**src/rtl/uart_rx_pkg.sv**
```systemverilog
// Shared types and helpers for the parametrised UART receiver.
package uart_rx_pkg;

    typedef enum logic [2:0] {
        IDLE,
        START,
        DATA,
        PARITY,
        STOP
    } rx_state_t;

    // Expected parity bit for up to 9 data bits (zero-extend narrower words)
    function automatic logic parity_bit(input logic [8:0] data, input logic odd);
        return (^data) ^ odd;
    endfunction

endpackage

```
**src/rtl/rx_fifo.sv**
```systemverilog
// Receive FIFO with first-word fall-through head; reads 0 when empty.
module rx_fifo #(
    parameter int WIDTH = 8,
    parameter int DEPTH = 4
) (
    input  logic                     clk,
    input  logic                     n_rst,
    input  logic                     push,
    input  logic                     pop,
    input  logic [WIDTH-1:0]         wdata,
    output logic [WIDTH-1:0]         rdata,
    output logic [$clog2(DEPTH):0]   count,
    output logic                     full,
    output logic                     empty
);
    localparam int AW = $clog2(DEPTH);
    localparam int CW = AW + 1;

    logic [WIDTH-1:0] r_mem [DEPTH];
    logic [AW-1:0]    r_wr;
    logic [AW-1:0]    r_rd;
    logic [CW-1:0]    r_count;
    logic             w_do_pop;
    logic             w_do_push;

    assign empty     = (r_count == '0);
    assign full      = (r_count == CW'(DEPTH));
    assign w_do_pop  = pop & ~empty;
    // A full FIFO still accepts a push when the head leaves in the same cycle
    assign w_do_push = push & (~full | w_do_pop);

    always_ff @(posedge clk or negedge n_rst) begin
        if (!n_rst) begin
            r_wr    <= '0;
            r_rd    <= '0;
            r_count <= '0;
            for (int i = 0; i < DEPTH; i++) r_mem[i] <= '0;
        end else begin
            if (w_do_push) begin
                r_mem[r_wr] <= wdata;
                r_wr        <= r_wr + AW'(1);
            end
            if (w_do_pop) r_rd <= r_rd + AW'(1);
            if (w_do_push && !w_do_pop) r_count <= r_count + CW'(1);
            else if (w_do_pop && !w_do_push) r_count <= r_count - CW'(1);
        end
    end

    assign rdata = empty ? '0 : r_mem[r_rd];
    assign count = r_count;

endmodule

```
**src/rtl/uart_rcv_fifo.sv**
```systemverilog
// UART receiver: synchroniser, framing FSM, bit timer and shifter feeding a FIFO.
import uart_rx_pkg::*;

module uart_rcv_fifo #(
    parameter int DATA_BITS    = 8,
    parameter int CLKS_PER_BIT = 10,
    parameter int PARITY_EN    = 0,
    parameter int PARITY_ODD   = 0,
    parameter int FIFO_DEPTH   = 4
) (
    input  logic                          clk,
    input  logic                          n_rst,
    input  logic                          serial_in,
    input  logic                          data_read,
    output logic [DATA_BITS-1:0]          rx_data,
    output logic                          data_ready,
    output logic [$clog2(FIFO_DEPTH):0]   fifo_count,
    output logic                          overrun_error,
    output logic                          framing_error,
    output logic                          parity_error
);
    localparam int TW = $clog2(CLKS_PER_BIT);
    localparam int BW = $clog2(DATA_BITS);
    localparam logic [TW-1:0] HALF_M1  = TW'(CLKS_PER_BIT / 2 - 1);
    localparam logic [TW-1:0] FULL_M1  = TW'(CLKS_PER_BIT - 1);
    localparam logic [BW-1:0] LAST_BIT = BW'(DATA_BITS - 1);

    rx_state_t            r_state;
    rx_state_t            w_next;
    logic                 r_sync1;
    logic                 r_sync2;
    logic                 r_prev;
    logic [TW-1:0]        r_timer;
    logic [BW-1:0]        r_bitcnt;
    logic [DATA_BITS-1:0] r_shift;
    logic                 r_par;
    logic                 r_stop;
    logic                 r_commit;
    logic                 r_fe;
    logic                 r_pe;
    logic                 r_ov;
    logic                 w_fall;
    logic                 w_sample;
    logic                 w_par_err;
    logic                 w_good;
    logic                 w_full;
    logic                 w_empty;

    assign w_fall = r_prev & ~r_sync2;

    always_ff @(posedge clk or negedge n_rst) begin
        if (!n_rst) begin
            r_sync1 <= 1'b1;
            r_sync2 <= 1'b1;
            r_prev  <= 1'b1;
        end else begin
            r_sync1 <= serial_in;
            r_sync2 <= r_sync1;
            r_prev  <= r_sync2;
        end
    end

    always_ff @(posedge clk or negedge n_rst) begin
        if (!n_rst) r_state <= IDLE;
        else        r_state <= w_next;
    end

    always_comb begin
        w_next   = r_state;
        w_sample = 1'b0;
        unique case (r_state)
            IDLE: begin
                if (w_fall) w_next = START;
            end
            START: begin
                w_sample = (r_timer == HALF_M1);
                if (w_sample) w_next = r_sync2 ? IDLE : DATA;
            end
            DATA: begin
                w_sample = (r_timer == FULL_M1);
                if (w_sample && r_bitcnt == LAST_BIT)
                    w_next = (PARITY_EN != 0) ? PARITY : STOP;
            end
            PARITY: begin
                w_sample = (r_timer == FULL_M1);
                if (w_sample) w_next = STOP;
            end
            STOP: begin
                w_sample = (r_timer == FULL_M1);
                if (w_sample) w_next = IDLE;
            end
            default: w_next = IDLE;
        endcase
    end

    always_ff @(posedge clk or negedge n_rst) begin
        if (!n_rst) begin
            r_timer  <= '0;
            r_bitcnt <= '0;
            r_shift  <= '0;
            r_par    <= 1'b0;
            r_stop   <= 1'b0;
            r_commit <= 1'b0;
        end else begin
            r_commit <= 1'b0;
            if (r_state == IDLE || w_sample) r_timer <= '0;
            else                             r_timer <= r_timer + TW'(1);
            if (r_state == START) r_bitcnt <= '0;
            if (w_sample) begin
                unique case (r_state)
                    DATA: begin
                        r_shift  <= {r_sync2, r_shift[DATA_BITS-1:1]};
                        r_bitcnt <= r_bitcnt + BW'(1);
                    end
                    PARITY: r_par <= r_sync2;
                    STOP: begin
                        r_stop   <= r_sync2;
                        r_commit <= 1'b1;
                    end
                    default: ;
                endcase
            end
        end
    end

    assign w_par_err = (PARITY_EN != 0) &&
                       (r_par != parity_bit(9'(r_shift), 1'(PARITY_ODD)));
    assign w_good    = r_commit & r_stop & ~w_par_err;

    always_ff @(posedge clk or negedge n_rst) begin
        if (!n_rst) begin
            r_fe <= 1'b0;
            r_pe <= 1'b0;
            r_ov <= 1'b0;
        end else begin
            if (r_state == IDLE && w_next == START) begin
                r_fe <= 1'b0;
                r_pe <= 1'b0;
            end
            if (r_commit && !r_stop) r_fe <= 1'b1;
            if (r_commit && r_stop && w_par_err) r_pe <= 1'b1;
            if (data_read && !w_empty)                 r_ov <= 1'b0;
            else if (w_good && w_full && !data_read)   r_ov <= 1'b1;
        end
    end

    rx_fifo #(
        .WIDTH (DATA_BITS),
        .DEPTH (FIFO_DEPTH)
    ) u_fifo (
        .clk   (clk),
        .n_rst (n_rst),
        .push  (w_good),
        .pop   (data_read),
        .wdata (r_shift),
        .rdata (rx_data),
        .count (fifo_count),
        .full  (w_full),
        .empty (w_empty)
    );

    assign data_ready    = ~w_empty;
    assign overrun_error = r_ov;
    assign framing_error = r_fe;
    assign parity_error  = r_pe;

endmodule

```
**config.mk**
```make
export PLATFORM = sky130hd
export DESIGN_NAME = uart_rcv_fifo
export DESIGN_NICKNAME = d
export VERILOG_FILES = /design/src/rtl/uart_rx_pkg.sv /design/src/rtl/rx_fifo.sv /design/src/rtl/uart_rcv_fifo.sv
export SDC_FILE = /design/constraint.sdc
export NUM_CORES = 1
export LEC_CHECK = 0
export BUFFER_PORTS_ARGS = -buffer_cell sky130_fd_sc_hd__buf_2
export CORE_ASPECT_RATIO = 1.75
export CORE_MARGIN = 1.5
export CORE_UTILIZATION = 45
export CTS_CLUSTER_SIZE = 30
export DETAILED_ROUTE_END_ITERATION = 8
export PLACE_DENSITY = 0.58
export SYNTH_ARGS = -nofsm -noshare
export SYNTH_HDL_FRONTEND = slang
export SYNTH_SLANG_ARGS = --single-unit
export TNS_END_PERCENT = 5
```
**constraint.sdc**
```tcl
create_clock -name clk -period 2.44 [get_ports clk]
set_input_delay 0.244 -clock clk [delete_from_list [all_inputs] [get_ports clk]]
set_output_delay 0.244 -clock clk [all_outputs]
set_load 0.05 [all_outputs]
```
Word-level counts from Yosys, hierarchy flattened
Index checks and enable logic that the tools add are counted.

Flip-flop bits (word level): 64. Bits of input ports: 4. Output and inout port bits: 15.

Add/subtract/negate cells: 6. Magnitude comparators: 3. Eq/ne operators: 9. Muxes and demuxes: 27. Bitwise gates (word level): 10. Reductions and logical operators: 23.

Operators by type and width (count): 32-bit bitwise mux (1); 8-bit two-way mux (4); 3-bit two-way mux (10); 8-bit binary-select mux with 2-bit select (1); 8-bit demux with 2-bit select (1); 3-bit case mux with 5 select lines (1); 3-bit == test (second input constant) (3); 1-bit logical AND (9); 3-bit by 1-bit adder with 3-bit output (second input constant) (2); 3-bit by 1-bit == test with 1-bit output (second input constant) (2); 3-bit by 2-bit == test with 1-bit output (second input constant) (2); 3-bit >= comparator (second input constant) (2); 3-bit logical NOT (2); 1-bit two-way mux (6); 2-bit inverter with 3-bit output (2); 2-bit nonzero test (3); 1-bit logical NOT (5); 2-bit by 1-bit adder with 2-bit output (second input constant) (2); 4-bit by 1-bit adder with 4-bit output (second input constant) (1); 1-bit bitwise AND (4); 4-bit by 3-bit == test with 1-bit output (second input constant) (1); 4-bit == test (second input constant) (1); 4-bit two-way mux (1); 2-bit AND reduction (2); 8 further kinds (10).

Logic depth before layout (Yosys ltp)
Gate-level depths: netlist (run 1).

Depth in word-level cells: 9. Gate-level depth with buffers: 8. Mapped depth without buffers: 8.

Cells and area by module
Synthesis (run 1) repeated with hierarchy kept, for this count alone.

Cells, all modules: 219. Area, all modules: 3000.4 sq um.

Modules (own cells, without submodules): rx_fifo (times used 1, cells each 123, area each 1848.0 sq um, sequential area each 975.9 sq um); uart_rcv_fifo (times used 1, cells each 96, area each 1152.4 sq um, sequential area each 629.4 sq um).

Worst setup path before layout (run 1)
No wires, ideal clock.

Kind: reg2out. From: register u_fifo.r_count[0] (netlist: u_fifo.count[0]). To: output port rx_data[0]. Data arrival time: 2.078 ns. Slack: 0.118 ns. Stages on the path, launching flop included: 4. Buffers on the path: 1. Cells stage by stage: dfrtp_1 -> or3_1 -> clkbuf_1 -> and2_1.

Longest elaborated chain between the ends: 2.

Ends and longest elaborated chain: start, declared (RTL line rx_fifo.sv:22) `logic [CW-1:0] r_count;`; start signal, assigned (RTL line rx_fifo.sv:44) `if (w_do_push && !w_do_pop) r_count <= r_count + CW'(1);`; start signal, assigned (RTL line rx_fifo.sv:45) `else if (w_do_pop && !w_do_push) r_count <= r_count - CW'(1);`; 3-bit logical NOT (RTL line rx_fifo.sv:26) `assign empty = (r_count == '0);`; 8-bit two-way mux (RTL line rx_fifo.sv:49) `assign rdata = empty ? '0 : r_mem[r_rd];`; end, declared (RTL line uart_rcv_fifo.sv:15) `output logic [DATA_BITS-1:0] rx_data,`.

No other way between the ends.

Final worst setup path (run 1)
From: register u_fifo.r_count[0] (netlist: u_fifo.count[0]). To: register u_fifo.r_count[1] (netlist: u_fifo.count[1]).

Longest elaborated chain between the ends: 8. Elaborated cells on any way between the ends: 16. Classes of those cells: add/sub (2); eq/ne (1); mux (2); bitwise (5); reduce/logical (6).

Ends and longest elaborated chain: 3-bit logical NOT (RTL line rx_fifo.sv:26); 1-bit inverter (RTL line rx_fifo.sv:28) `assign w_do_pop = pop & ~empty;`; 1-bit bitwise AND (RTL line rx_fifo.sv:28); 1-bit bitwise OR (*) (RTL line rx_fifo.sv:30) `assign w_do_push = push & (~full | w_do_pop);`; 1-bit bitwise AND (*) (RTL line rx_fifo.sv:30); named net u_fifo.w_do_push (RTL line rx_fifo.sv:24) `logic w_do_push;`; 1-bit logical NOT (RTL line rx_fifo.sv:45); 1-bit logical AND (RTL line rx_fifo.sv:45); 2-bit nonzero test (no line).

Mark *: on every way through the listed nets, which the timed path passes. The rest lies on a longest branch. The select of a mux whose other input is x is not followed. A chain may end at the register's enable or synchronous reset.

==> impl_results.md, run 1 <==
* Post-detailed-placement half-perimeter wirelength at 3.84 mm
* Clk pin slew, worst setup/hold paths at 50 ps
* Fmax at about 460 MHz
* Area after DPL at 3250 sq um
* DRT Pass-1 Iters at 3
* Initial antenna violation count at 0
* Clock buffer depth at 2
* Vias in the first global route at ~1800
* H-tree depth at 3
* Max-cap check violation count at 0
* Ratio of cells with drive above 1 in the final layout at 0.418
* Syn nets at 230
* Row cnt at 39
* Avg Inst Size Synth at about 14 sq um
* First-pass GRT wire length at between 9 and 10 mm
* Placer congestion estimate at around 0.71
* Seq/Total Area, Yosys at 0.529
* Critical Path Sink Type: flip-flop
* Ys Warns at 0
* Crit Path Class: flip-flop to flip-flop
* Vias/cell at approximately 5.3
* Die X at about 65 microns
* Number of I/O port buffers at 17
* Leading cell type in the layout, fill and taps excluded: dfrtp_1
* Fillers at about 570
* Largest net degree at the start of global routing at 28
* Slew HR at 0.646
* Top Ports at 19
* EDFF count, synth at 0
* P_leak at around 1.8 nW
* Grt total ovfl at 0
* Total negative slack at 0 ps
* Number of synthesized register bits at 64
* Hold Violations, Final at 0
* DRC at 0
* Routed WL per cell at roughly 16 microns
* Die Y at 112 microns
* Tmin final at 2160 ps
* Antenna cells at 0
* Placeable Area at between 6000 and 7000 sq um
* Pin slew with the least headroom to its limit at ~530 ps
* Min-delay worst type: primary input to flip-flop
* DRT Wirelength at around 5.4 mm
* CTS tree: yes
* Asr flop ratio synth at 1.00
* Delay-heaviest family, CP: adder cells
* Slowest-stage cell, CP: dfrtp_1
* CP Data Required Time at roughly 2600 ps
* Gr usage total at 0.171
* Fin crit share at 0.887
* Synth Flop Type: dfrtp_1
* Post-CTS Setup Bufs at 0
* Maximum VDD drop at 554 uV
* Clock skew at 5.20 ps
* TritonCTS buffer count at 9
* Multi-input gate area at between 1000 and 1500 sq um
* Post_cts resized at 0
* Most frequent cells in the layout: dfrtp_1, mux2_2, buf_2
* Clk root buf: clkbuf_16
* Reg area at 1610 sq um
* Clk Latency, worst-skew pair at 320 ps
* Startpoint Class: flip-flop
* DIE AREA at between 7000 and 8000 sq um
* RSZ-0062 raised after global routing: false
* Nets at around 260
* Setup violations, final at 0
* Netlist Area Pre-Place at approximately 3000 sq um
* Clock Sinks at 64
* ANT nets after route at 0
* Largest stage delay, worst path at ~460 ps
* Synth area leader: dfrtp_1
* Crit path cell chain: nor4b_4 -> nor2_1 -> ha_1 -> inv_1 -> fa_1 -> mux2_2
* Status: complete, no violations
* Crit Path Max Fanout at 6
* Fin. max-slew vios at 0
* Netlist cell types at around 40
* Area grow syn2layout at 19.2%
* 1st-iter DRT viols at 87
* Final instance area at 3620 sq um
* Post-Synthesis Cells at 215
* PD cells at 966 nW/um^2
* Initial Utilization at 0.464
* CP arrival at between 2000 and 2500 ps
* Buf+Inv Stages, Crit Path at 1
* Post-synth top area share at 0.503
* DR vias at 1749
* Most area-consuming cells after synthesis: dfrtp_1, mux2_2, mux4_2
[flip-flops by register name, summed over array words and instances, names as in the netlist, 2 cells and up]
| signal | count |
|---|---|
| r_bitcnt | 3 |
| r_shift | 8 |
| r_state | 3 |
| r_timer | 4 |
| u_fifo.count | 3 |
| u_fifo.r_mem | 32 |
| u_fifo.r_rd | 2 |
| u_fifo.r_wr | 2 |
[through the flow]
step / total power (W) / std cells / hold slack [ps] / setup WS (ps) / util
final: 0.00349 / 331 / 20.6 / 275 / 0.553
after global routing: 0.00369 / 331 / 9.94 / 154 / 0.553
after CTS: 0.00356 / 331 / 7.86 / 240 / 0.553
after detailed placement: 0.00205 / 314 / 251 / 261 / 0.497
after global placement: 0.00204 / 314 / 255 / 280 / 0.497
after floorplan: 0.00184 / 215 / -51.6 / 118 / -
[worst paths after layout]
path	startpoint	to	slack (ps)	cells past startpoint
hold reg to reg	r_sync1	r_sync2	350	0
setup reg to reg	u_fifo.count[0]	u_fifo.count[1]	280	6
setup / recovery	u_fifo.count[0]	u_fifo.count[1]	280	6
min in group asynchronous	n_rst	u_fifo.r_mem[24]	440	2
max in group asynchronous	n_rst	r_prev	1320	3
hold / removal	serial_in	r_sync1	20	1
[logic make-up (layout without fill, tap and decap cells)]
kind of cell    Yosys count  after routing  share of synthesized area
xor+xnor                  8              8                     0.0231
fa+ha+maj                11             11                     0.0478
flops                    64             64                      0.529
simple gates             48             48                      0.111
mux                      51             51                      0.229
compound gates           16             16                     0.0346
buf+inv                  16             50                     0.0243
other cells               1              1                    0.00124
[area by class of cell]
class,count,share of cell area
tap,82,0.0284
clock buffer,11,0.0699
sequential,64,0.444
timing repair buffer,26,0.0464
multi-input combinational,135,0.375
inverter,8,0.00830
clock inverter,5,0.0284
[power by group]
group	switching, W	total (W)	internal, W
logic	0.000394	0.000671	0.000276
clock network	0.000434	0.00148	0.00105
registers	0.000175	0.00134	0.00116
[Yosys cell counts (2+ instances only)]
cell and number:
o211ai_1 3, and2_1 8, or3_1 2, xor2_1 3, o22ai_1 3, inv_1 8
mux2_2 35, o21ai_0 4, dfstp_2 3, mux2_4 8, xnor2_1 5, dfrtp_1 61
nand4b_1 3, mux4_2 8, nand2_1 4, ha_1 10, nor2_1 6, a21oi_1 2
nor3_1 4, nand3_1 7, nand2b_1 2, nor3b_2 4, clkbuf_1 4
[timing repair]
action,4_1_cts,5_1_grt
hold buffers,1,0
setup endpoints to repair,0,0
endpoints found under the hold margin,20,0
[per-layer routing]
layer,up-vias,GRT usage,routed length (microns)
met5,-,0,0
met4,0,0.0875,93
met3,8,0.0343,141
met2,20,0.287,2850
met1,890,0.203,2300
li1,831,-,-
Power figures use the tool's default switching activity.
==> inputs of run 2 (changes only) <==
--- a/config.mk
+++ b/config.mk
@@ -7,7 +7,6 @@
 export LEC_CHECK = 0
 export BUFFER_PORTS_ARGS = -buffer_cell sky130_fd_sc_hd__buf_2
 export CORE_ASPECT_RATIO = 1.75
-export CORE_MARGIN = 1.5
 export CORE_UTILIZATION = 45
 export CTS_CLUSTER_SIZE = 30
 export DETAILED_ROUTE_END_ITERATION = 8
==> run 2 against run 1 <==
  * Register-to-register slack improved by 50 ps
  * Sequential share of layout area increased by 0.80 points
  * Worst hold slack about the same
  * Die area decreased by 2.4%
  * Critical endpoint is now rx_data[7]
  * Combinational power decreased by 5.7%
  * Clock-buffer cell count increased by 5
  * Clock skew about the same
  * Global-route usage increased by 0.85 points
  * Worst setup slack got worse by 72 ps
  * Sequential power increased by 3%
  * Core utilization decreased by 0.98 points
  * Flip-flop and latch count unchanged
==> impl_results.md, run 2 (same netlist as run 1, synthesis figures left out) <==
* Clk root buf: clkbuf_16
* Initial Utilization at 0.464
* Routed WL per cell at approximately 16 microns
* Fillers at 597
* Final Util at 0.543
* Fin. max-slew vios at 0
* PD cells at ~910 nW/um^2
* Initial antenna violation count at 0
* CP arrival at between 1500 and 2000 ps
* CTS tree: yes
* Post_cts resized at 0
* Crit Path Class: flip-flop to output port
* Critical Path Sink Type: output port
* Pre-CTS setup slack at about 350 ps
* Maximum VDD drop at a little under 600 uV
* Number of I/O port buffers at 17
* DRT Wirelength at ~5.4 mm
* P_leak at approximately 1.8 nW
* Crit Path Max Fanout at 9
* Clk pin slew, worst setup/hold paths at 50 ps
* Post-detailed-placement half-perimeter wirelength at ~3.8 mm
* Clock skew at just over 5 ps
* Fin crit share at 0.917
* Top Ports at 19
* Max-cap check violation count at 0
* CP Data Required Time at around 2200 ps
* TritonCTS buffer count at 9
* Leading cell type in the layout, fill and taps excluded: dfrtp_1
* Area grow syn2layout at 17.1%
* DRT Pass-1 Iters at 4
* Antenna cells at 0
* Clk Latency, worst-skew pair at 330 ps
* Nets at 259
* 1st-iter DRT viols at around 100
* Pin slew with the least headroom to its limit at ~710 ps
* Total power at 0.00323 W
* Slew HR at 0.525
* Clock buffer depth at 2
* Largest net degree at the start of global routing at 35
* Row cnt at 39
* Hold Violations, Final at 0
* ANT nets after route at 0
* Fmax at 447 MHz
* Clock Sinks at 64
* Die X at ~64 microns
* Reg area at between 1500 and 2000 sq um
* H-tree depth at 3
* Startpoint Class: flip-flop
* Vias in the first global route at around 1900
* Min-delay worst type: primary input to flip-flop
* RSZ-0062 raised after global routing: false
* Multi-input gate area at around 1400 sq um
* Tmin final at about 2200 ps
* Largest regs: u_fifo.r_mem x32, r_shift x8, r_timer x4
* Most frequent cells in the layout: dfrtp_1, mux2_2, buf_2
* Biggest register: u_fifo.r_mem
* Worst setup margin at about 200 ps
* Setup violations, final at 0
* Ratio of cells with drive above 1 in the final layout at 0.406
* DIE AREA at 7090 sq um
* Placeable Area at roughly 6500 sq um
* Largest register FFs at 32
* Total negative slack at 0 ps
* Status: complete, no violations
* Gr usage total at 0.179
* Hold WS at 20.3 ps
* Grt total ovfl at 0
* First-pass GRT wire length at around 9.3 mm
* Die Y at 111 microns
* DRC at 0
* Placer congestion estimate at about 0.79
* Vias/cell at 5.29
* DR vias at approximately 1800
run 2: cell types whose count changed in the layout (fill, tap and decap cells not counted), sizes merged:
cell,change
bufinv,-3
clkbuf,+5
clkinv,-1
clkinvlp,-1
run 2: critical path, stage by stage, from the launching register on:
cell     delay (ps)
dfrtp_1         710
mux4_2          580
and2_1          160
buf_2           200
run 2: cell type report:
type | instances | area share
flip-flops and latches | 64 | 0.452
multi-input cells | 135 | 0.382
clock buffers | 16 | 0.0820
repair buffers | 26 | 0.0472
well taps | 82 | 0.0289
inverters | 8 | 0.00845
run 2: path summary, 6_finish.rpt:
path | slack (ps) | depth (start not counted) | to | start
min reg2reg | 360 | 0 | r_sync2 | r_sync1
min in group asynchronous | 510 | 2 | u_fifo.r_mem[19] | n_rst
max | 200 | 3 | rx_data[7] | u_fifo.r_rd[0]
min | 20 | 1 | r_sync1 | serial_in
max in group asynchronous | 1290 | 3 | u_fifo.r_mem[7] | n_rst
max reg2reg | 330 | 8 | u_fifo.count[2] | u_fifo.count[0]
run 2: stage by stage:
stage                     cells  area, sq um
after CTS                   331         3550
after global placement      314         3250
after detailed placement    314         3250
after floorplan             215         3040
final                       331         3550
after global routing        331         3550
run 2: per-layer routing:
layer / GRT usage / wire [microns] / part of all wire
met4: 0.118 / 176 / 0.033
met1: 0.202 / 2220 / 0.41
met5: 0 / 0 / 0
met2: 0.302 / 2910 / 0.54
met3: 0.0310 / 84 / 0.016
run 2: report_power, final:
group	switching, W	internal (W)	total [W]	leakage, nW
Sequential	0.000219	0.00116	0.00138	0.863
Clock	0.000420	0.000799	0.00122	0.143
Combinational	0.000354	0.000279	0.000633	0.748
run 2: what timing repair did:
| item | in CTS | in global routing |
|---|---|---|
| setup buffers | 0 | 0 |
| hold buffers | 1 | 0 |
| hold endpoints to repair | 27 | 0 |
==> inputs of run 3 (changes only) <==
--- a/config.mk
+++ b/config.mk
@@ -5,12 +5,14 @@
 export SDC_FILE = /design/constraint.sdc
 export NUM_CORES = 1
 export LEC_CHECK = 0
+export ABC_AREA = 1
 export BUFFER_PORTS_ARGS = -buffer_cell sky130_fd_sc_hd__buf_2
 export CORE_ASPECT_RATIO = 1.75
 export CORE_UTILIZATION = 45
 export CTS_CLUSTER_SIZE = 30
 export DETAILED_ROUTE_END_ITERATION = 8
 export PLACE_DENSITY = 0.58
+export SKIP_LAST_GASP = 1
 export SYNTH_ARGS = -nofsm -noshare
 export SYNTH_HDL_FRONTEND = slang
 export SYNTH_SLANG_ARGS = --single-unit
==> run 3 against run 2 <==
  * Cell count increased by 33%
  * Core utilization fell by 1.3 points
  * Synthesized cell count up 53%
  * Cell area shrank 3.1%
  * Maximum frequency rose by 6.7%
  * Register-to-register slack improved by 30 ps
  * Clock skew fell by 1.4 ps
  * Total power rose by 17%
  * Highest routed layer unchanged
  * Worst hold slack lost 3.1 ps
  * Wire length grew 12%
==> impl_results.md, run 3 <==
* Largest register FFs at 32
* Asr flop ratio synth at 1.00
* Nets at ~370
* Post_cts resized at 0
* TritonCTS buffer count at 9
* Slowest-stage cell, CP: dfrtp_1
* WHS Path Cells at 1
* Post-Synthesis Cells at 330
* Grt total ovfl at 0
* Crit path cell chain: buf_4 -> nor2_1 -> nor2_1 -> o21ai_0 -> a21oi_1 -> buf_2
* Max-cap check violation count at 0
* Row cnt at 39
* Clock Sinks at between 60 and 70
* Number of synthesized register bits at 64
* EDFF count, synth at 0
* Startpoint Class: flip-flop
* Number of I/O port buffers at 17
* Clk root buf: clkbuf_16
* Largest regs: u_fifo.r_mem x32, r_shift x8, r_timer x4
* DRC at 0
* Synth Flop Type: dfrtp_1
* Hold Violations, Final at 0
* Netlist Area Pre-Place at about 3000 sq um
* Status: complete, no violations
* Netlist cell types at 30
* Largest stage delay, worst path at around 600 ps
* Crit path from: u_fifo.r_rd[0]
* Tmin final at 2100 ps
* Initial Utilization at 0.465
* Routed WL per cell at between 10 and 15 microns
* Total negative slack at 0 ps
* Placer congestion estimate at between 0.7 and 0.8
* Top Ports at 19
* Gr usage total at 0.195
* Hold-critical path endpoint: r_sync1
* Leading cell type in the layout, fill and taps excluded: dfrtp_1
* Post-synth top area share at 0.506
* Clock skew at about 3.7 ps
* Biggest register: u_fifo.r_mem
* Syn nets at 345
* Critical Path Sink Type: output port
* Multi-input gate area at ~1200 sq um
* Ratio of cells with drive above 1 in the final layout at 0.184
* Post-detailed-placement half-perimeter wirelength at 4.17 mm
* Reg2Reg Setup Slack at 360 ps
* Initial antenna violation count at 0
* Clk pin slew, worst setup/hold paths at 50 ps
* P_leak at approximately 1.6 nW
* Clk Latency, worst-skew pair at about 330 ps
* Fillers at approximately 630
* Ys Warns at 0
* Vias in the first global route at 2138
* H-tree depth at 3
* Crit Path Class: flip-flop to output port
* Pre-CTS setup slack at 351 ps
* CP arrival at between 1500 and 2000 ps
* Post-CTS Setup Bufs at 0
* Worst R2R Path Depth at 9
* Synth area leader: dfrtp_1
* Fin crit share at 0.859
* Largest net degree at the start of global routing at 30
* Fin. max-slew vios at 0
* Antenna cells at 0
* Crit Path Max Fanout at 11
* Most area-consuming cells after synthesis: dfrtp_1, o21ai_0, nand2_1
* Placeable Area at between 6000 and 7000 sq um
* Slew HR at 0.573
* Critical Path Most Common Cell: nor2_1
* Avg Inst Size Synth at roughly 9.1 sq um
* Buf+Inv Stages, Crit Path at 2
* Clock buffer depth at 2
* 1st-iter DRT viols at roughly 130
* RR Endpoint: u_fifo.count[2]
* Delay-heaviest family, CP: flip-flops
* DRT Pass-1 Iters at 4
* First-pass GRT wire length at slightly above 10 mm
* Fmax at around 480 MHz
* CTS tree: yes
* Vias/cell at 5.06
* Setup violations, final at 0
* Most frequent cells after synthesis: dfrtp_1, nand2_1, o21ai_0
* Hold path startpoint: serial_in
* ANT nets after route at 0
* Die X at ~64 microns
* Most frequent cells in the layout: dfrtp_1, nand2_1, o21ai_0
* Reg area at approximately 1600 sq um
* Worst r2r src: u_fifo.count[0]
* Pin slew with the least headroom to its limit at ~640 ps
* Worst setup margin at 343 ps
* DIE AREA at just over 7000 sq um
* Maximum VDD drop at just over 500 uV
* Die Y at between 100 and 150 microns
* Area grow syn2layout at 14.1%
* Min-delay worst type: primary input to flip-flop
* CP Data Required Time at 2200 ps
* DRT Wirelength at between 6 and 7 mm
* RSZ-0062 raised after global routing: false
* DR vias at 2226
* PD cells at between 1000 and 1500 nW/um^2
* Seq/Total Area, Yosys at 0.532
==> run 3: cell types whose count changed in the layout (fill, tap and decap cells not counted), moves of 4 or more <==
cell and change:
nor3b_2 -4, nand2_1 +56, o21ai_1 +4, a21oi_1 +8
mux2_2 -34, nor2_1 +38, mux4_2 -8, mux2_4 -8
inv_1 +20, o21ai_0 +48, and2_1 -8, nand3_2 +4
o21ai_2 +11
==> run 3: per-layer routing <==
metal,global-route usage,routed length [microns],up-vias,part of all wire
met4,0.0925,126,0,0.021
met5,0,0,-,0
met3,0.0473,174,10,0.029
li1,-,-,1108,-
met2,0.330,3120,27,0.52
met1,0.232,2610,1081,0.43
==> run 3: power by group <==
group / switching, W / internal, W / total (W)
clock network: 0.000430 / 0.000764 / 0.00119
registers: 0.000118 / 0.00116 / 0.00128
logic: 0.000965 / 0.000355 / 0.00132
total: 0.00151 / 0.00228 / 0.00379
==> run 3: cell type report <==
class | instances | share of cell area
Sequential cell | 64 | 0.466
Multi-Input combinational cell | 224 | 0.349
Clock buffer | 13 | 0.0785
Timing Repair Buffer | 23 | 0.0385
Inverter | 31 | 0.0338
Tap cell | 82 | 0.0298
Clock inverter | 3 | 0.00436
==> run 3: how the worst max path moves through the flow <==
stage,endpoint,slack [ps],depth (start not counted)
floorplan,u_fifo.count[2],40,9
detailed placement,u_fifo.count[2],350,9
global placement,u_fifo.count[2],410,9
finish,rx_data[5],340,6
global route,u_fifo.count[2],220,11
CTS,rx_data[5],340,6
==> run 3: kinds of logic after synthesis <==
group | Yosys count | synth area share
flops | 64 | 0.532
simple gates | 128 | 0.185
mux | 1 | 0.00373
other cells | 1 | 0.00124
compound gates | 78 | 0.144
fa+ha+maj | 11 | 0.0481
xor+xnor | 5 | 0.0145
buf+inv | 42 | 0.0709
==> run 3: timing repair <==
action	CTS	global route
hold endpoints to repair	26	0
hold buffers	1	0
setup endpoints to repair	0	0
==> run 3: stage by stage <==
stage	power [W]	cell area [sq um]	instances	hold WS, ps	util
floorplan	0.00230	3020	330	-51.6	-
global placement	0.00261	3150	423	309	0.485
detailed placement	0.00263	3150	423	305	0.485
CTS	0.00385	3440	440	6.11	0.530
global route	0.00399	3440	440	9.79	0.530
finish	0.00379	3440	440	17.2	0.530
